[config.mk]
export PLATFORM = sky130hd
export DESIGN_NAME = bnor_bist_ctrl
export DESIGN_NICKNAME = d
export VERILOG_FILES = /design/src/rtl/bnor_bist_ctrl.sv
export SDC_FILE = /design/constraint.sdc
export NUM_CORES = 1
export LEC_CHECK = 0
export CELL_PAD_IN_SITES_DETAIL_PLACEMENT = 0
export CELL_PAD_IN_SITES_GLOBAL_PLACEMENT = 1
export CORE_MARGIN = 2
export CORE_UTILIZATION = 37
export CTS_BUF_LIST = sky130_fd_sc_hd__clkbuf_16
export CTS_CLUSTER_SIZE = 30
export DETAILED_ROUTE_END_ITERATION = 6
export PLACE_DENSITY = 0.73
export REMOVE_ABC_BUFFERS = 1
export SLEW_MARGIN = 20
export SYNTH_ARGS = -nofsm -noshare
export SYNTH_HDL_FRONTEND = slang
export SYNTH_SLANG_ARGS = --single-unit
[constraint.sdc]
create_clock -name clk -period 1.7 [get_ports clk]
set_input_delay 0.255 -clock clk [delete_from_list [all_inputs] [get_ports clk]]
set_output_delay 0.255 -clock clk [all_outputs]
set_load 0.005 [all_outputs]
[src/rtl/bnor_bist_ctrl.sv]
// Self-test sequencer for a single 2-input NOR cell: walks the four input
// vectors, waits a settle time per vector, samples y and tallies mismatches.
module bnor_bist_ctrl #(
  parameter int unsigned SETTLE_CYCLES = 2,
  parameter int unsigned ERR_W         = 3
) (
  input  logic             clk,
  input  logic             rst,
  input  logic             start,
  input  logic             abort,
  output logic             nor_a,
  output logic             nor_b,
  input  logic             nor_y,
  output logic             busy,
  output logic             done,
  output logic             pass,
  output logic [ERR_W-1:0] err_cnt,
  output logic [1:0]       first_fail
);

  typedef enum logic [1:0] {IDLE, SETTLE, SAMPLE, DONE} state_t;

  localparam logic [3:0]       RELOAD  = 4'(SETTLE_CYCLES - 1);
  localparam logic [ERR_W-1:0] ERR_MAX = '1;

  state_t           state_q, state_d;
  logic [1:0]       vec_q, vec_d;
  logic [3:0]       cnt_q, cnt_d;
  logic             a_q, a_d, b_q, b_d;
  logic             busy_q, busy_d;
  logic             pass_q, pass_d;
  logic [ERR_W-1:0] err_q, err_d;
  logic [1:0]       ff_q, ff_d;
  logic             mism;
  logic [1:0]       vec_nx;

  assign mism   = (nor_y != ~(a_q | b_q));
  assign vec_nx = vec_q + 2'd1;

  always_ff @(posedge clk or posedge rst) begin
    if (rst) begin
      state_q <= IDLE;
      vec_q   <= '0;
      cnt_q   <= '0;
      a_q     <= 1'b0;
      b_q     <= 1'b0;
      busy_q  <= 1'b0;
      pass_q  <= 1'b0;
      err_q   <= '0;
      ff_q    <= '0;
    end else begin
      state_q <= state_d;
      vec_q   <= vec_d;
      cnt_q   <= cnt_d;
      a_q     <= a_d;
      b_q     <= b_d;
      busy_q  <= busy_d;
      pass_q  <= pass_d;
      err_q   <= err_d;
      ff_q    <= ff_d;
    end
  end

  always_comb begin
    state_d = state_q;
    vec_d   = vec_q;
    cnt_d   = cnt_q;
    a_d     = a_q;
    b_d     = b_q;
    busy_d  = busy_q;
    pass_d  = pass_q;
    err_d   = err_q;
    ff_d    = ff_q;
    case (state_q)
      IDLE: begin
        if (start) begin
          vec_d   = '0;
          a_d     = 1'b0;
          b_d     = 1'b0;
          err_d   = '0;
          ff_d    = '0;
          pass_d  = 1'b0;
          cnt_d   = RELOAD;
          busy_d  = 1'b1;
          state_d = SETTLE;
        end
      end
      SETTLE, SAMPLE: begin
        // abort wins over any sample bookkeeping in the same cycle
        if (abort) begin
          state_d = IDLE;
          a_d     = 1'b0;
          b_d     = 1'b0;
          busy_d  = 1'b0;
          pass_d  = 1'b0;
        end else if (state_q == SETTLE) begin
          if (cnt_q == 4'd0) state_d = SAMPLE;
          else               cnt_d   = cnt_q - 4'd1;
        end else begin
          if (mism) begin
            if (err_q != ERR_MAX) err_d = err_q + ERR_W'(1);
            // err_cnt never returns to zero mid-run, so zero marks "no mismatch yet"
            if (err_q == '0) ff_d = {a_q, b_q};
          end
          if (vec_q == 2'd3) begin
            state_d = DONE;
            busy_d  = 1'b0;
            a_d     = 1'b0;
            b_d     = 1'b0;
            pass_d  = (err_d == '0);
          end else begin
            vec_d      = vec_nx;
            {a_d, b_d} = vec_nx;
            cnt_d      = RELOAD;
            state_d    = SETTLE;
          end
        end
      end
      DONE:    state_d = IDLE;
      default: state_d = IDLE;
    endcase
  end

  assign nor_a      = a_q;
  assign nor_b      = b_q;
  assign busy       = busy_q;
  assign done       = (state_q == DONE);
  assign pass       = pass_q;
  assign err_cnt    = err_q;
  assign first_fail = ff_q;

endmodule

Word-level counts from Yosys, hierarchy flattened
Index checks and enable logic that the tools add are counted.
W data, S select, Z words.
Storage, ports and cells
  register bits: 17
  output and inout port bits: 10
  memories: 0
  memory bits (writable): 0
  bits in latches: 0
  bits in read-only memories: 0
Cells by class
  bitwise operators: 2
  $lt $le $gt $ge: 0
  div/mod/pow operators: 0
  shift operators: 0
  muxes and demuxes: 49
  multiply operators: 0
  equality and inequality tests: 17
  $add $sub $neg: 3
  reduce and logical (&&, ||, !) cells: 13
Operator list (number)
  $mux W2: 13
  $mux W3: 8
  $mux W4: 5
  $ne A3 B3 Y1 const B: 5
  $mux W1: 14
  $ne A2 B2 Y1 const B: 6
  $reduce_and A5 Y1: 2
  $pmux W1 S2: 4
  $pmux W2 S2: 2
  $pmux W4 S2: 1
  $reduce_and A4 Y1: 2
  $eq A2 B2 Y1 const B: 3
  $logic_not A3 Y1: 2
  $pmux W2 S3: 1
  $pmux W3 S2: 1
  $reduce_and A6 Y1: 1
  $logic_not A4 Y1: 1
  $ne A4 B4 Y1 const B: 1
  $sub A4 B1 Y4 const B: 1
  $add A3 B1 Y3 const B: 1
  $reduce_and A3 Y1: 1
  $add A2 B1 Y2 const B: 1
  $eq A2 B1 Y1 const B: 1
  $logic_not A2 Y1: 1
  6 further kinds: 6

Longest topological paths before layout
Gate-level depths: netlist (run 1).
  word-level depth: 12
  depth in mapped cells: 7
  mapped depth without buffers: 6

Worst setup path before layout (run 1)
OpenSTA, ideal clock, no wires.
  path type: register to register
  from: register state_q[0]
  to: register ff_q[1] (netlist: first_fail[1])
  slack: -0.081 ns
  library setup time: 0.101 ns
  data arrival time: 1.680 ns
  stages on the path, launching flop included: 7
  data required time: 1.599 ns
  path buffers: 1
  path through: dfrtp_1 -> inv_1 -> ha_1 -> buf_2 -> a2111o_1 -> or2_1 -> o311ai_2
Between the ends
  word-level cells in the longest chain between the ends: 4
Ends and longest elaborated chain
  from (decl): line 26  | state_t state_q, state_d;
  from (signal assigned): line 52  | state_q <= state_d;
  $eq A2 B1 Y1 / $eq A2 B2 Y1 (equally long branches): line 74, 96
  $reduce_or A2 Y1: line 74  | case (state_q)
  $ne A2 B2 Y1 (no source line) / $reduce_bool A2 Y1 (equally long branches)
  $reduce_and A6 Y1 (no source line)
  to (signal assigned): line 50  | ff_q <= '0;
  to (signal assigned): line 60  | ff_q <= ff_d;
  to (decl): line 33  | logic [1:0] ff_q, ff_d;
Parallel ways exist; a longest one is shown, timed or not.
A chain may end at the register's enable or synchronous reset.

Final worst setup path (run 1)
  from: register state_q[0]
  to: register cnt_q[0]
Between the ends
  word-level cells in the longest chain between the ends: 4
Ends and longest elaborated chain
  $eq A2 B1 Y1 / $eq A2 B2 Y1 (equally long branches): line 74, 96
  $reduce_or A2 Y1 / $mux W4 (equally long branches): line 74, 96
  $ne A3 B3 Y1 (no source line) (tied with other cells)
  $reduce_and A5 Y1 (no source line) / $pmux W4 S2 (equally long branches)
  to (signal assigned): line 54  | cnt_q <= cnt_d;
  to (decl): line 28  | logic [3:0] cnt_q, cnt_d;
Parallel ways exist; a longest one is shown, timed or not. The select of a mux whose other input is x is not followed.

==> results of run 1 <==
## cells in the mapped netlist, types with 3 or more instances
| cell | number |
|---|---|
| nor2b_1 | 3 |
| a21oi_1 | 3 |
| dfrtp_1 | 17 |
| nor2_1 | 5 |
| inv_1 | 12 |
| o21ai_0 | 8 |
| clkbuf_1 | 3 |
| nand3_1 | 5 |
| ha_1 | 9 |
| mux2i_1 | 6 |
| nand2_1 | 7 |
| nor4_1 | 3 |
## how the worst max path moves through the flow
| stage | startpoint | endpoint | slack [ns] | cells after the start |
|---|---|---|---|---|
| after detailed placement | state_q[0]$_DFFE_PP0P_ | state_q[1]$_DFFE_PP0P_ | -0.20 | 7 |
| after floorplan | state_q[0]$_DFFE_PP0P_ | cnt_q[3]$_DFFE_PP0P_ | -0.21 | 6 |
| final | state_q[0]$_DFFE_PP0P_ | cnt_q[0]$_DFFE_PP0P_ | -0.04 | 6 |
| after CTS | state_q[0]$_DFFE_PP0P_ | cnt_q[0]$_DFFE_PP0P_ | -0.03 | 6 |
| after global routing | state_q[1]$_DFFE_PP0P_ | err_cnt[0]$_DFFE_PP0P_ | -0.11 | 7 |
| after global placement | state_q[0]$_DFFE_PP0P_ | state_q[0]$_DFFE_PP0P_ | -0.16 | 7 |
## layout make-up
class | instances | share of cell area (%)
inverter | 12 | 2.71
tap | 31 | 2.21
sequential | 17 | 24.3
multi-input combinational | 84 | 41.5
clock buffer | 3 | 4.28
timing repair buffer | 52 | 24.8
clock inverter | 1 | 0.214
## power groups by stage
stage	clock, mW	sequential (mW)	combinational [mW]
final	0.470	0.700	2.37
after global routing	0.499	0.723	2.60
after CTS	0.475	0.693	2.25
after detailed placement	0	0.695	1.94
after global placement	0	0.681	1.91
after floorplan	0	0.692	0.964
## cells by family (layout without fill, tap and decap cells)
kind of cell | after synthesis | after routing | share of synthesized area, %
buffers and inverters | 16 | 68 | 5.49
flip-flops | 17 | 17 | 38.1
AND/OR/NAND/NOR | 36 | 36 | 18.0
multiplexers | 8 | 8 | 7.39
adder cells (fa/ha/maj) | 9 | 9 | 10.1
AO/OA/AOI/OAI | 31 | 31 | 20.9
## flip-flops by register name, summed over array words and instances (netlist names)
name and count:
busy 1, cnt_q 4, err_cnt 3, first_fail 2, nor_a 1, nor_b 1, pass 1, state_q 2
vec_q 2
## critical path, stage by stage, from the launching register on
cell     delay [ns]
dfrtp_2        0.43
buf_6          0.13
ha_4           0.17
buf_6          0.11
a311o_1        0.32
a21o_1         0.19
mux2_2         0.27
## per-stage QoR
| step | hold WS (ns) | std cells | setup slack, ns | total power, mW |
|---|---|---|---|---|
| finish | 0.327 | 200 | -0.0362 | 3.54 |
| global route | 0.351 | 200 | -0.111 | 3.82 |
| CTS | 0.337 | 199 | -0.0265 | 3.41 |
| detailed placement | 0.489 | 190 | -0.204 | 2.64 |
| global placement | 0.472 | 190 | -0.161 | 2.59 |
| floorplan | 0.181 | 113 | -0.211 | 1.66 |
## routing by layer
metal | vias to the layer above | global-route usage [%] | wire [µm]
li1 | 536 | - | -
met1 | 529 | 23.2 | 1300
met2 | 19 | 35.4 | 1600
met3 | 4 | 2.64 | 79
met4 | 0 | 6.82 | 29
met5 | - | 0 | 0
## repair_timing
item,CTS,global route
pin swaps,9,1
endpoints found under the hold margin,0,0
buffers inserted,5,1
setup endpoints to repair,13,13
resized for setup,19,7
==> results.ini, run 1 <==
[synthesis]
synth_area_leaders = dfrtp_1 (38%), ha_1 (10%), mux2i_1 (5.4%), inv_1 (4.0%), o21ai_0 (3.6%)
seq_area_frac_synth_pct = 38.1
synthesis.area_um2 = 1120
synth_top_area_share_pct = 38.1
async_flop_share_pct = 100
synth.distinct_cells = 39
synth_cells = 117
synth-edff-count = 0
synth-main-ff-cell = dfrtp_1
yosysWarnings = 0
syn_avg_cell_area_um2 = 9.55
ys_ff_latch = 17
synth_top_area_cell = dfrtp_1

[pwr]
leakage_nw = 0.827
combPwrFrac_pct = 66.9
p_clk_share_pct = 13.3
peakVddDrop_mv = 0.964
p_switching_mw = 1.35
swShare_pct = 38.0
p_per_area_nw_per_um2 = 2020
seqPwrFrac_pct = 19.8
internal-power_mw = 2.19

[final_layout]
drive_gt1_share_pct = 36.1
mostFrequentLayoutCells = buf_4 (35), dfrtp_1 (16), clkdlybuf4s50_1 (13), inv_1 (10), o21ai_0 (8)
final_common_cell = buf_4
n_antenna_cell = 0
design_area_um2 = 1760
fillCellCount = 238
nNetsFinal = 184
multi_input_area_um2 = 728
regArea_um2 = 427
final_core_util_pct = 62.6
syn2layout_area_growth_pct = 57.1

[timing]
max-slew-margin-rel_pct = 74.9
drv_slew = 0
rsz0062_at_grt = yes
fin_skew_ns = 0.00154
setup_tns_ns = -0.167
setup_viol = 7
fin_crit_ns = 1.74
max_freq_ghz = 0.576
hold_viol = 0
period_share_pct = 102
fin_ws_ns = -0.0362
tightest_slew_ns = 0.369

[placed_design]
portBuffers = 14
placed_cell_area_um2 = 1520
detailed_place_hpwl_um = 2070
place.gp.congestion = 0.822

[route]
antenna_left = 0
first_pass_iters = 6
dr_total_vias = 1088
drc_errors = 4
vias_per_cell = 5.44
drt-initial-drc-count = 51
drt-total-wl_um = 3010
wl_per_cell_um = 15.0

[worst_setup_path]
path_max_fanout = 7
r2r_setup_slack_ns = -0.04
ff2ff_path_depth = 6
r2r-end = cnt_q[0]$_DFFE_PP0P_
crit_required_ns = 1.83
cp-start-kind = flop
cp-end-kind = flop
rr_startpoint = state_q[0]$_DFFE_PP0P_
worst-endpoint-arrival_ns = 1.87
worstSetupPathType = flop to flop

[global_routing]
antenna_found_initial = 0
grt_max_degree = 18
grt_pass1_vias = 1139
grtUsageTotal_pct = 19.4
grt_pass1_wl_um = 5060
grt_overflow = 0

[clock_tree]
cts_buffer_depth = 2
postCtsHoldBufs = 0
cts_tree = done
cts_buffers = 3
cts_root_buf = clkbuf_16
cts.clk_slew.worst_paths_ns = 0.05
cts_max_level = 1
cts_sinks = 17
clk_latency_ns = 0.25

[run_status]
violations = DRC, setup timing
status = finished, violations left

[floorplanning]
coreArea_um2 = 2810
die_area_um2 = 3480
ios = 15
initial_core_util_pct = 39.8
num_rows = 19
die_x_um = 59.0
dieHeight_um = 59.0

[min_path]
min_path_type = input port to async pin

[run]
cap_violations = 0

No activity file was read; power rests on OpenSTA's default activity.
==> inputs of run 2 (changes only) <==
SKIP_CTS_REPAIR_TIMING = 1   (was unset)
==> results.ini, run 2 (synthesis gave the netlist of run 1 again) <==
[global_routing]
grt_pass1_wl_um = 4620
antenna_found_initial = 0
grt_pass1_vias = 1062
grtUsageTotal_pct = 17.6
grt_max_degree = 18
grt_overflow = 0

[route]
antenna_left = 0
first_pass_iters = 6
drc_errors = 4
drt-total-wl_um = 2870
dr_total_vias = 1084
drt-initial-drc-count = 41
vias_per_cell = 5.53
wl_per_cell_um = 14.7

[placed_design]
place.gp.congestion = 0.822
portBuffers = 14
detailed_place_hpwl_um = 2070

[timing]
max_freq_ghz = 0.587
hold_viol = 0
max-slew-margin-rel_pct = 75.7
fin_crit_ns = 1.71
drv_slew = 0
fin_ws_ns = -0.00501
fin_skew_ns = 0.00142
period_share_pct = 100
rsz0062_at_grt = yes
setup_viol = 1
tightest_slew_ns = 0.357

[pwr]
p_total_mw = 3.46
p_per_area_nw_per_um2 = 1990
leakage_nw = 0.832
peakVddDrop_mv = 1.03

[worst_setup_path]
worst-endpoint-arrival_ns = 1.86
cp-start-kind = flop
worstSetupPathType = flop to flop
ff2ff_path_depth = 6
cp-end-kind = flop
path_max_fanout = 7
crit_required_ns = 1.85

[floorplanning]
num_rows = 19
initial_core_util_pct = 39.8
dieHeight_um = 59.0
die_area_um2 = 3480
ios = 15
coreArea_um2 = 2810
die_x_um = 59.0

[clock_tree]
cts_buffer_depth = 2
cts_sinks = 17
clk_latency_ns = 0.25
cts_buffers = 3
cts.clk_slew.worst_paths_ns = 0.05
cts_max_level = 1
cts_tree = done
cts_root_buf = clkbuf_16

[final_layout]
final_core_util_pct = 61.9
drive_gt1_share_pct = 35.8
syn2layout_area_growth_pct = 55.3
mostFrequentLayoutCells = buf_4 (31), dfrtp_1 (16), clkdlybuf4s50_1 (13), inv_1 (10), o21ai_0 (8)
nNetsFinal = 180
max_flop_register = cnt_q
largest_register_ff_count = 4
final_common_cell = buf_4
n_antenna_cell = 0

[run]
cap_violations = 0

[run_status]
violations = DRC, setup timing
status = finished, violations left

[min_path]
min_path_type = input port to async pin

==> run 2: cell count changes in the layout (fill, tap and decap cells not counted), sizes merged <==
cell          delta
buf              -4
dlygate4sd2      -1
dlymetal6s2s     +1
==> run 2: through the flow <==
step                      hold WS, ns  cells  setup TNS [ns]  setup WS [ns]  area, µm²
after CTS                       0.337    194           -2.02         -0.225       1600
after floorplan                 0.181    113           -1.04         -0.211       1100
after global placement          0.472    190           -1.26         -0.161       1520
after detailed placement        0.489    190           -1.98         -0.204       1520
final                           0.324    196        -0.00501       -0.00501       1740
after global routing            0.350    196          -0.444         -0.101       1740
==> run 2: critical path, stage by stage, from the launching register on <==
cell      delay, ns
dfrtp_1        0.38
inv_2          0.08
ha_4           0.19
buf_6          0.11
a2111o_1       0.40
or2_1          0.25
o311ai_2       0.21
==> run 2: area by class of cell <==
| class | count | area (µm²) |
|---|---|---|
| clock buffer | 3 | 75.1 |
| clock inverter | 1 | 3.75 |
| fill | 246 | 1070 |
| inverter | 12 | 45.0 |
| multi-input combinational | 84 | 737 |
| sequential | 17 | 427 |
| tap | 31 | 38.8 |
| timing repair buffer | 48 | 409 |
==> run 2: power breakdown <==
part,switching [mW],internal (mW),total (mW)
Combinational,1.01,1.26,2.28
Sequential,0.144,0.566,0.710
Clock,0.157,0.312,0.469
Total,1.31,2.14,3.46
==> run 2: path summary, 6_finish.rpt <==
check                      slack, ns                   endpoint                   start
min                             0.32       vec_q[0]$_DFFE_PP0P_                     rst
min in group clk                0.51           pass$_DFFE_PP0P_        pass$_DFFE_PP0P_
max reg2reg                   -0.005  first_fail[1]$_DFFE_PP0P_  state_q[1]$_DFFE_PP0P_
min reg2reg                     0.51           pass$_DFFE_PP0P_        pass$_DFFE_PP0P_
max                           -0.005  first_fail[1]$_DFFE_PP0P_  state_q[1]$_DFFE_PP0P_
max in group asynchronous       1.16     state_q[0]$_DFFE_PP0P_                     rst
==> run 2: routing by layer <==
| metal | part of all wire (%) | GRT usage (%) | vias to the layer above |
|---|---|---|---|
| li1 | - | - | 526 |
| met4 | 1.3 | 6.82 | 0 |
| met3 | 2.9 | 2.64 | 5 |
| met1 | 43 | 21.5 | 531 |
| met2 | 53 | 31.0 | 22 |
| met5 | 0 | 0 | - |
==> inputs of run 3 (changes only) <==
SETUP_SLACK_MARGIN = 0.02   (was unset)
==> results.ini, run 3 (synthesis gave the netlist of run 1 again) <==
[placed_design]
place.gp.congestion = 0.822
detailed_place_hpwl_um = 2070
portBuffers = 14
placed_cell_area_um2 = 1520

[pwr]
p_total_mw = 3.45
p_per_area_nw_per_um2 = 1990
peakVddDrop_mv = 0.885
leakage_nw = 0.831

[global_routing]
grt_max_degree = 18
grt_overflow = 0
grtUsageTotal_pct = 17.6
grt_pass1_wl_um = 4620
antenna_found_initial = 0
grt_pass1_vias = 1062

[timing]
worst_hold_slack_ns = 0.327
rsz0062_at_grt = yes
hold_viol = 0
tightest_slew_ns = 0.355
setup_viol = 0
period_share_pct = 99.9
fin_crit_ns = 1.70
max-slew-margin-rel_pct = 75.9
max_freq_ghz = 0.589
drv_slew = 0
fin_skew_ns = 0.000726
setup_tns_ns = 0

[clock_tree]
cts_max_level = 1
cts_root_buf = clkbuf_16
cts_buffers = 3
cts_sinks = 17
cts.clk_slew.worst_paths_ns = 0.05
cts_buffer_depth = 2
cts_tree = done
clk_latency_ns = 0.25

[final_layout]
design_area_um2 = 1730
n_antenna_cell = 0
max_flop_register = cnt_q
mostFrequentLayoutCells = buf_4 (32), dfrtp_1 (16), clkdlybuf4s50_1 (13), inv_1 (10), o21ai_0 (8)
largest_register_ff_count = 4
nNetsFinal = 180
drive_gt1_share_pct = 35.8
syn2layout_area_growth_pct = 55.2
final_common_cell = buf_4

[floorplanning]
dieHeight_um = 59.0
die_area_um2 = 3480
ios = 15
die_x_um = 59.0
initial_core_util_pct = 39.8
coreArea_um2 = 2810
num_rows = 19

[run]
cap_violations = 0

[route]
antenna_left = 0
dr_total_vias = 1087
drc_errors = 4
drt-initial-drc-count = 37
wl_per_cell_um = 14.7
drt-total-wl_um = 2890
first_pass_iters = 5
vias_per_cell = 5.55

[worst_setup_path]
worst-endpoint-arrival_ns = 1.85
worstSetupPathType = flop to flop
path_max_fanout = 4
cp-start-kind = flop
cp-end-kind = flop
crit_required_ns = 1.85

[run_status]
violations = DRC
status = finished, violations left

[min_path]
min_path_type = input port to async pin

-- run 3: final cells by class --
| class | instances | area [µm²] |
|---|---|---|
| tap | 31 | 38.8 |
| clock buffer | 3 | 75.1 |
| inverter | 12 | 47.5 |
| fill | 245 | 1070 |
| sequential | 17 | 427 |
| multi-input combinational | 84 | 737 |
| clock inverter | 1 | 3.75 |
| timing repair buffer | 48 | 405 |
-- run 3: worst paths after layout --
| check | start | endpoint | slack (ns) | depth (start not counted) |
|---|---|---|---|---|
| hold / removal | rst | vec_q[0]$_DFFE_PP0P_ | 0.33 | 3 |
| setup reg to reg | state_q[0]$_DFFE_PP0P_ | first_fail[1]$_DFFE_PP0P_ | 0.002 | 6 |
| hold reg to reg | pass$_DFFE_PP0P_ | pass$_DFFE_PP0P_ | 0.51 | 1 |
| setup / recovery | state_q[0]$_DFFE_PP0P_ | first_fail[1]$_DFFE_PP0P_ | 0.002 | 6 |
| min in group clk | pass$_DFFE_PP0P_ | pass$_DFFE_PP0P_ | 0.51 | 1 |
| max in group asynchronous | rst | state_q[0]$_DFFE_PP0P_ | 1.16 | 3 |
-- run 3: routing by layer --
metal	part of all wire, %	global-route usage [%]	wire, µm
met1	44	21.5	1270
met4	1.3	6.82	38
met3	2.4	2.64	68
met5	0	0	0
met2	52	31.0	1510
-- run 3: metrics by stage --
step	setup WS, ns	util (%)	instances
6_report	0.00179	61.8	196
5_1_grt	-0.117	61.8	196
4_1_cts	-0.225	57.0	194
3_5_place_dp	-0.204	54.2	190
3_3_place_gp	-0.161	54.2	190
2_1_floorplan	-0.211	-	113
-- run 3: power by group --
group	total [mW]	internal (mW)	switching (mW)
clock network	0.466	0.312	0.154
registers	0.711	0.566	0.145
logic	2.27	1.26	1.01
-- run 3: worst max-delay path: stages (launching register included) --
cell	delay [ns]
dfrtp_2	0.41
inv_2	0.07
ha_4	0.16
nor2b_4	0.13
a2111o_1	0.36
or2_1	0.24
o311ai_2	0.21
